<file path="src/rtl/pwm_fade_multi.sv">
`default_nettype none
// ============================================================================
// Module   : pwm_fade_multi
// Purpose  : Multi-channel LED activity indicator. A trigger on a channel
//            jumps it to full brightness, optionally holds there, then fades
//            to off through PWM. In breathe mode the channel ramps down and
//            up continuously. Steady-on and forced-off modes override the
//            fade engine.
// Ports    : clk     - system clock
//            rst_n   - asynchronous active-low reset
//            trigger - per-channel event strobe, level-sampled every cycle
//            mode    - 2 bits per channel: 00 one-shot, 01 breathe,
//                      10 steady on, 11 forced off
//            drive   - registered PWM output per channel
//            busy    - registered, high while the channel FSM is not IDLE
// Options  : define PWM_FADE_GAMMA_EN to compare the PWM counter against a
//            squared (gamma) level; this adds one pipeline stage to drive.
// Revision : 1.0 - initial release
// ============================================================================
module pwm_fade_multi #(
    parameter int CHANNELS    = 4,
    parameter int LEVEL_BITS  = 8,
    parameter int FADE_BITS   = 27,
    parameter int HOLD_CYCLES = 0
) (
    input  logic                  clk,
    input  logic                  rst_n,
    input  logic [CHANNELS-1:0]   trigger,
    input  logic [2*CHANNELS-1:0] mode,
    output logic [CHANNELS-1:0]   drive,
    output logic [CHANNELS-1:0]   busy
);

    localparam logic [1:0] c_MODE_FADE    = 2'b00;
    localparam logic [1:0] c_MODE_BREATHE = 2'b01;
    localparam logic [1:0] c_MODE_ON      = 2'b10;
    localparam logic [1:0] c_MODE_OFF     = 2'b11;

    localparam int c_HOLD_W = (HOLD_CYCLES > 1) ? $clog2(HOLD_CYCLES) : 1;
    localparam logic [c_HOLD_W-1:0] c_HOLD_LOAD =
        c_HOLD_W'((HOLD_CYCLES > 0) ? HOLD_CYCLES - 1 : 0);

    localparam logic [FADE_BITS-1:0] c_FADE_MAX    = {FADE_BITS{1'b1}};
    localparam logic [FADE_BITS-1:0] c_FADE_MAX_M1 = {{(FADE_BITS-1){1'b1}}, 1'b0};
    localparam logic [FADE_BITS-1:0] c_FADE_ONE    = FADE_BITS'(1);

    typedef enum logic [1:0] {
        ST_IDLE = 2'd0,
        ST_HOLD = 2'd1,
        ST_FALL = 2'd2,
        ST_RISE = 2'd3
    } state_t;

    // Shared free-running PWM counter; wraps naturally.
    logic [LEVEL_BITS-1:0] r_pwm_cnt;

    always_ff @(posedge clk or negedge rst_n) begin
        if (!rst_n) begin
            r_pwm_cnt <= '0;
        end else begin
            r_pwm_cnt <= r_pwm_cnt + 1'b1;
        end
    end

    for (genvar ch = 0; ch < CHANNELS; ch++) begin : g_ch
        state_t                r_state;
        logic [FADE_BITS-1:0]  r_fade;
        logic [c_HOLD_W-1:0]   r_hold;
        logic                  r_busy;
        logic                  r_drive;
        logic [1:0]            w_mode;
        logic                  w_forced;
        logic [LEVEL_BITS-1:0] w_level;

        assign w_mode   = mode[2*ch +: 2];
        // Modes 10 and 11 both park the fade engine in IDLE.
        assign w_forced = w_mode[1];
        assign w_level  = r_fade[FADE_BITS-1 -: LEVEL_BITS];
        assign busy[ch]  = r_busy;
        assign drive[ch] = r_drive;

        always_ff @(posedge clk or negedge rst_n) begin
            if (!rst_n) begin
                r_state <= ST_IDLE;
                r_fade  <= '0;
                r_hold  <= '0;
                r_busy  <= 1'b0;
            end else if (w_forced) begin
                r_state <= ST_IDLE;
                r_fade  <= '0;
                r_hold  <= '0;
                r_busy  <= 1'b0;
            end else if (trigger[ch]) begin
                // Restart from any state; a held trigger pins full brightness.
                r_fade <= c_FADE_MAX;
                r_hold <= c_HOLD_LOAD;
                r_busy <= 1'b1;
                if (HOLD_CYCLES > 0) begin
                    r_state <= ST_HOLD;
                end else begin
                    r_state <= ST_FALL;
                end
            end else begin
                r_busy <= 1'b1;
                case (r_state)
                    ST_IDLE: begin
                        r_fade <= '0;
                        r_busy <= 1'b0;
                    end
                    ST_HOLD: begin
                        if (r_hold == '0) begin
                            r_state <= ST_FALL;
                        end else begin
                            r_hold <= r_hold - 1'b1;
                        end
                    end
                    ST_FALL: begin
                        // Also catches a count of 0 left by a RISE abort.
                        if (r_fade <= c_FADE_ONE) begin
                            r_fade <= '0;
                            if (w_mode == c_MODE_BREATHE) begin
                                r_state <= ST_RISE;
                            end else begin
                                r_state <= ST_IDLE;
                                r_busy  <= 1'b0;
                            end
                        end else begin
                            r_fade <= r_fade - 1'b1;
                        end
                    end
                    ST_RISE: begin
                        if (w_mode != c_MODE_BREATHE) begin
                            // Leaving breathe: fall from wherever the ramp is.
                            r_state <= ST_FALL;
                        end else if (r_fade >= c_FADE_MAX_M1) begin
                            r_fade  <= c_FADE_MAX;
                            r_state <= ST_FALL;
                        end else begin
                            r_fade <= r_fade + 1'b1;
                        end
                    end
                    default: begin
                        r_state <= ST_IDLE;
                        r_fade  <= '0;
                        r_busy  <= 1'b0;
                    end
                endcase
            end
        end

`ifdef PWM_FADE_GAMMA_EN
        logic [LEVEL_BITS-1:0] w_gamma;
        logic [LEVEL_BITS-1:0] r_gamma;
        logic                  r_full;
        logic                  r_zero;

        assign w_gamma = LEVEL_BITS'(({{LEVEL_BITS{1'b0}}, w_level} *
                                      {{LEVEL_BITS{1'b0}}, w_level}) >> LEVEL_BITS);

        // Full/zero decisions use the raw level so the extremes stay exact.
        always_ff @(posedge clk or negedge rst_n) begin
            if (!rst_n) begin
                r_gamma <= '0;
                r_full  <= 1'b0;
                r_zero  <= 1'b1;
                r_drive <= 1'b0;
            end else begin
                r_gamma <= w_gamma;
                r_full  <= (w_mode == c_MODE_ON) || (!w_forced && (&w_level));
                r_zero  <= (w_mode == c_MODE_OFF) || (!w_forced && (w_level == '0));
                if (r_full) begin
                    r_drive <= 1'b1;
                end else if (r_zero) begin
                    r_drive <= 1'b0;
                end else begin
                    r_drive <= (r_pwm_cnt < r_gamma);
                end
            end
        end
`else
        always_ff @(posedge clk or negedge rst_n) begin
            if (!rst_n) begin
                r_drive <= 1'b0;
            end else if (w_mode == c_MODE_ON) begin
                r_drive <= 1'b1;
            end else if (w_mode == c_MODE_OFF) begin
                r_drive <= 1'b0;
            end else if (&w_level) begin
                r_drive <= 1'b1;
            end else if (w_level == '0) begin
                r_drive <= 1'b0;
            end else begin
                r_drive <= (r_pwm_cnt < w_level);
            end
        end
`endif
    end

endmodule
`default_nettype wire
</file>
<file path="config.mk">
export PLATFORM = sky130hd
export DESIGN_NAME = pwm_fade_multi
export DESIGN_NICKNAME = d
export VERILOG_FILES = /design/src/rtl/pwm_fade_multi.sv
export SDC_FILE = /design/constraint.sdc
export NUM_CORES = 1
export LEC_CHECK = 0
export BUFFER_PORTS_ARGS = -buffer_cell sky130_fd_sc_hd__buf_2
export CORE_MARGIN = 5
export CORE_UTILIZATION = 30
export DETAILED_ROUTE_END_ITERATION = 7
export PLACE_DENSITY = 0.55
export SKIP_LAST_GASP = 1
export SYNTH_ARGS = -nofsm -noshare
export SYNTH_HDL_FRONTEND = slang
export SYNTH_SLANG_ARGS = --single-unit
</file>
<file path="constraint.sdc">
create_clock -name clk -period 2.9 [get_ports clk]
set_clock_uncertainty 0.05 [all_clocks]
set_input_delay 0.145 -clock clk [delete_from_list [all_inputs] [get_ports clk]]
set_output_delay 0.145 -clock clk [all_outputs]
set_load 0.01 [all_outputs]
</file>
## Word-level counts from Yosys, hierarchy flattened

Index checks and enable logic that the tools add are counted.

- Eq/ne operators: 44
- $lt $le $gt $ge: 12
- Reduce and logical (&&, ||, !) cells: 32
- $add $sub $neg: 13
- Multiplexer cells: 108

Operators by type and width:

| kind | count |
|---|---|
| $mux W27 | 20 |
| $pmux W27 S3 | 4 |
| $add A27 B1 Y27 const B | 4 |
| $ge A27 B27 Y1 const B | 4 |
| $le A27 B1 Y1 const B | 4 |
| $sub A27 B1 Y27 const B | 4 |
| $mux W2 | 28 |
| $mux W1 | 48 |
| $ne A4 B4 Y1 const B | 12 |
| $reduce_bool A5 Y1 | 8 |
| $eq A2 B2 Y1 const B | 16 |
| $logic_not A8 Y1 | 4 |
| $lt A8 B8 Y1 | 4 |
| $reduce_and A8 Y1 | 4 |
| $pmux W2 S3 | 4 |
| $ne A5 B5 Y1 const B | 4 |
| $eq A2 B1 Y1 const B | 8 |
| $reduce_and A4 Y1 | 4 |
| $reduce_bool A3 Y1 | 4 |
| $add A8 B1 Y8 const B | 1 |
| $logic_not A2 Y1 | 4 |
| $ne A2 B1 Y1 const B | 4 |
| $pmux W1 S2 | 4 |
| $reduce_and A2 Y1 | 4 |
| $sub A1 B1 Y1 const B | 4 |

- Register bits after elaboration: 136
- Output and inout bits: 8
- Logic and storage cells: 230

## Depth between registers and ports, before layout

- Word-level depth: 6
- Depth in mapped cells: 11
- Gate-level depth less buffers: 9

## Least setup slack after synthesis

No wires, ideal clock.

- Kind: flip-flop to flip-flop
- From: reg g_ch[0].r_fade[7]
- To: reg g_ch[0].r_fade[23]
- Data arrival time: 2.544 ns
- Buffers on the path: 1
- Cell stages (with the launch flop): 9
- Setup time: 0.141 ns
- Required time: 2.709 ns
- Setup slack: 0.165 ns
- Cell sequence: dfrtp_1 -> buf_6 -> or4_4 -> or3_4 -> or3_4 -> or4_4 -> nor2_2 -> o311a_1 -> a31oi_1

- Cells in the longest elaborated chain, start to end: 6
- Elaborated cells on any way between the ends: 10

RTL lines:

| what | line | text |
|---|---|---|
| from (decl) | 67 | `logic [FADE_BITS-1:0] r_fade;` |
| from (signal assigned) | 95 | `r_fade <= c_FADE_MAX;` |
| from (signal assigned) | 128 | `r_fade <= r_fade - 1'b1;` |
| from (signal assigned) | 136 | `r_fade <= c_FADE_MAX;` |
| $add A27 B1 Y27 or $ge A27 B27 Y1 (tied branches) | 139, 135 |  |
| $mux W27 | 135 | `end else if (r_fade >= c_FADE_MAX_M1) begin` |
| $mux W27 | 132 | `if (w_mode != c_MODE_BREATHE) begin` |
| $pmux W27 S3 (*) | 105 | `case (r_state)` |
| $mux W27 (*) | 93 | `end else if (trigger[ch]) begin` |
| $mux W27 (*) | 88 | `end else if (w_forced) begin` |

Mark *: on every way between the ends. The rest lies on a longest branch, timed or not. The select of a mux whose other input is x is not followed.
A chain may end at the register's enable or synchronous reset.

## Worst setup path after layout

- From: reg g_ch[3].r_fade[21]
- To: reg g_ch[3].r_fade[15]

- Cells in the longest elaborated chain, start to end: 6
- Elaborated cells on any way between the ends: 8

RTL lines:

| what | line |
|---|---|
| from (decl) | 67 |
| from (signal assigned) | 95 |
| from (signal assigned) | 128 |
| from (signal assigned) | 136 |
| $ge A27 B27 Y1 | 135 |
| $mux W27 | 135 |
| $mux W27 | 132 |
| $pmux W27 S3 (*) | 105 |
| $mux W27 (*) | 93 |
| $mux W27 (*) | 88 |

Marked as above.

==> flow_metrics.py <==
metrics = {
    "drt": {
        "vias": 12754,
        "routed_wirelength_um": 40060,
        "drc": 0,
        "drtIter0Drc": 1266,
        "ant_nets": 0,
        "wl_per_cell_um": 18.67,
        "viasPerCell": 5.943,
        "drt_first_pass_iters": 5,
    },
    "floorplanning": {
        "die_x_um": 209.7,
        "boundaryPins": 22,
        "die-area_um2": 43960,
        "die_y_um": 209.7,
        "initial_core_util_pct": 30.24,
        "core_area_um2": 39550,
        "rows": 73,
    },
    "hold_path": {
        "hp-class": "in -> reg",
        "whs_path_depth": 3,
    },
    "worst_setup_path": {
        "critical_path_class": "reg -> reg",
        "end_kind": "register",
        "cp.arrival_ns": 3.03,
        "critical_path.max_fanout": 10,
        "reg2reg_depth": 7,
        "crit_required_ns": 3.17,
        "cp-start-kind": "register",
    },
    "placed_design": {
        "dp_hpwl_um": 28080,
        "port_buffers": 21,
        "gp_congestion": 0.9229,
    },
    "timing": {
        "hold_viol": 0,
        "tightest_slew_ns": 0.9339,
        "fin_crit_sh_pct": 94.98,
        "maxSlewHeadroom_pct": 37.08,
        "drv_slew": 0,
        "whs_ns": 0.03077,
        "period_needed_ns": 2.754,
        "grt_setup_unrepaired": "no",
        "setup_tns_ns": 0,
        "setup_viol": 0,
        "fmax_mhz": 363.1,
    },
    "power_and_ir_drop": {
        "p_leak_nw": 5.384,
        "ir_drop_mv": 0.2915,
        "power_density_nw_per_um2": 429.8,
    },
    "clock_network": {
        "tritoncts": "done",
        "cts_root_buf": "clkbuf_16",
        "cts_sinks": 132,
        "clk_path_buf_depth": 2,
        "worst_skew_pair.late_latency_ns": 0.44,
        "path_clk_slew_ns": 0.07,
        "cts_buffers": 17,
        "cts.htree.levels": 4,
    },
    "logic_synthesis": {
        "yosysWarnings": 0,
        "synth_compound_area_share_pct": 27.22,
        "synthTopCellsByArea": "dfrtp_1 28%, ha_1 5.8%, o21ai_0 5.3%",
        "netlist.area_leader.share_pct": 27.62,
        "yosys.area_share.adder_pct": 5.754,
        "synth.avg_cell_area_um2": 7.657,
        "yosys_register_bits": 132,
        "synth-simple-area-share_pct": 27.83,
        "yosysSeqAreaShare_pct": 27.62,
        "syn_inst": 1562,
        "synth-edff-count": 0,
        "muxShareOfSynthArea_pct": 0.2511,
        "syn_nets": 1631,
        "syn-cell-area_um2": 11960,
        "async_flop_share_pct": 100.0,
        "synth_top_family_by_area": "simple AND/OR/NAND/NOR gates",
        "synth_top_area_cell": "dfrtp_1",
        "synth_xor_area_share_pct": 4.321,
        "yosys_most_used_dff": "dfrtp_1",
        "synthDistinctLibCells": 87,
    },
    "global_route": {
        "overflow": 0,
        "grt_pass1_wl_um": 66390,
        "grt_max_degree": 70,
        "antenna_found_initial": 0,
        "grt_pass1_vias": 12441,
        "grt_usage_pct": 18.11,
    },
    "final_layout": {
        "fillers": 4084,
        "layout-drive-gt1-share_pct": 13.08,
        "synthToLayoutAreaGrowth_pct": 14.87,
        "fin_nets": 1677,
        "n_antenna_cell": 0,
    },
    "job": {
        "max_cap_violations": 0,
    },
    "run_status": {
        "outcome": "finished, final reports clean",
    },
}
==> per-layer routing <==
| metal | share of wire, % | up-vias | track usage, % | wire length, um |
|---|---|---|---|---|
| met5 | 0 | - | 0 | 0 |
| met4 | 2.5 | 0 | 6.458 | 985 |
| met3 | 6.4 | 81 | 2.975 | 2577 |
| met2 | 46 | 502 | 28.94 | 18450 |
| met1 | 45 | 6179 | 24.80 | 18040 |
| li1 | - | 5992 | - | - |
==> logic make-up (layout without fill, tap and decap cells) <==
family / Yosys count / count (layout)
AND/OR/NAND/NOR: 628 / 628
AO/OA/AOI/OAI: 491 / 491
XOR/XNOR: 59 / 59
flip-flops: 132 / 132
multiplexers: 3 / 3
buffers and inverters: 194 / 253
adder cells (fa/ha/maj): 55 / 55
==> state kept, by name, summed over array words and instances, names as in the netlist <==
register and flops:
g_ch.r_busy 4, g_ch.r_drive 4, g_ch.r_fade 108, g_ch.r_state 8, r_pwm_cnt 8
==> path summary, 6_finish.rpt <==
kind,start,endpoint,slack (ns)
max,g_ch[3].r_fade[21],g_ch[3].r_fade[15],0.15
min,mode[4],g_ch[2].r_state[0],0.03
max reg2reg,g_ch[3].r_fade[21],g_ch[3].r_fade[15],0.15
min reg2reg,g_ch[0].r_fade[23],g_ch[0].r_fade[23],0.51
max in group asynchronous,rst_n,g_ch[1].r_fade[14],1.78
min in group asynchronous,rst_n,g_ch[2].r_fade[2],0.24
==> final cells by class <==
type,instances,area (um2),area share [%]
sequential,132,3303,24.04
timing repair buffer,154,1132,8.242
inverter,67,251.5,1.831
tap,525,656.9,4.781
multi-input combinational,1236,7838,57.05
clock buffer,23,478.0,3.479
clock inverter,9,78.83,0.5738
==> through the flow <==
step | std cells | total power [mW] | setup WS, ns | instance area [um2] | utilization, %
5_1_grt | 2146 | 6.204 | 0.002785 | 13740 | 34.74
3_3_place_gp | 2110 | 3.731 | 0.1275 | 13140 | 33.22
6_report | 2146 | 5.904 | 0.1456 | 13740 | 34.74
3_5_place_dp | 2110 | 3.748 | 0.09599 | 13140 | 33.22
4_1_cts | 2146 | 5.930 | 0.1113 | 13730 | 34.72
2_1_floorplan | 1562 | 3.221 | 0.1648 | 11960 | -
==> placed cells by master, fill, tap and decap left out, types with 37 or more instances in the layout <==
cell and n:
dfrtp_1 132, buf_4 128, nand2_1 126, o21ai_0 126, nor2_1 112, a21oi_1 110, nor3_1 104, inv_1 65
nand3_1 60, ha_1 55, nor4_1 42, nand4_1 37
==> worst max-delay path: stages (launching register included) <==
cell and delay [ns]:
dfrtp_1 0.38, or4_4 0.54, or3_4 0.39, or3_4 0.42, nand3_4 0.16, nor2_1 0.08, a221o_1 0.33, a221o_1 0.29
==> synthesized netlist by cell type, types with 21 or more instances <==
library cell / number
o21ai_0: 127
and3_1: 21
inv_1: 65
a211oi_1: 23
dfrtp_1: 132
a31oi_1: 21
xor2_1: 24
ha_1: 55
nand2_1: 126
nand4_1: 37
nand3_1: 60
nor2_1: 113
nor3_1: 104
nor4_1: 42
xnor2_1: 35
clkbuf_1: 89
a21oi_1: 110
==> report_power, final <==
group / switching (mW) / internal (mW) / total [mW]
logic: 0.891 / 0.607 / 1.50
clock network: 0.918 / 1.24 / 2.16
registers: 0.242 / 2.01 / 2.25
==> what timing repair did <==
| action | 4_1_cts | 5_1_grt |
|---|---|---|
| setup buffers | 0 | 0 |
| setup endpoints to repair | 0 | 3 |
| hold endpoints to repair | 72 | 0 |
| resized for setup | 0 | 2 |
| hold buffers | 4 | 0 |
(Power assumes the default switching activity.)
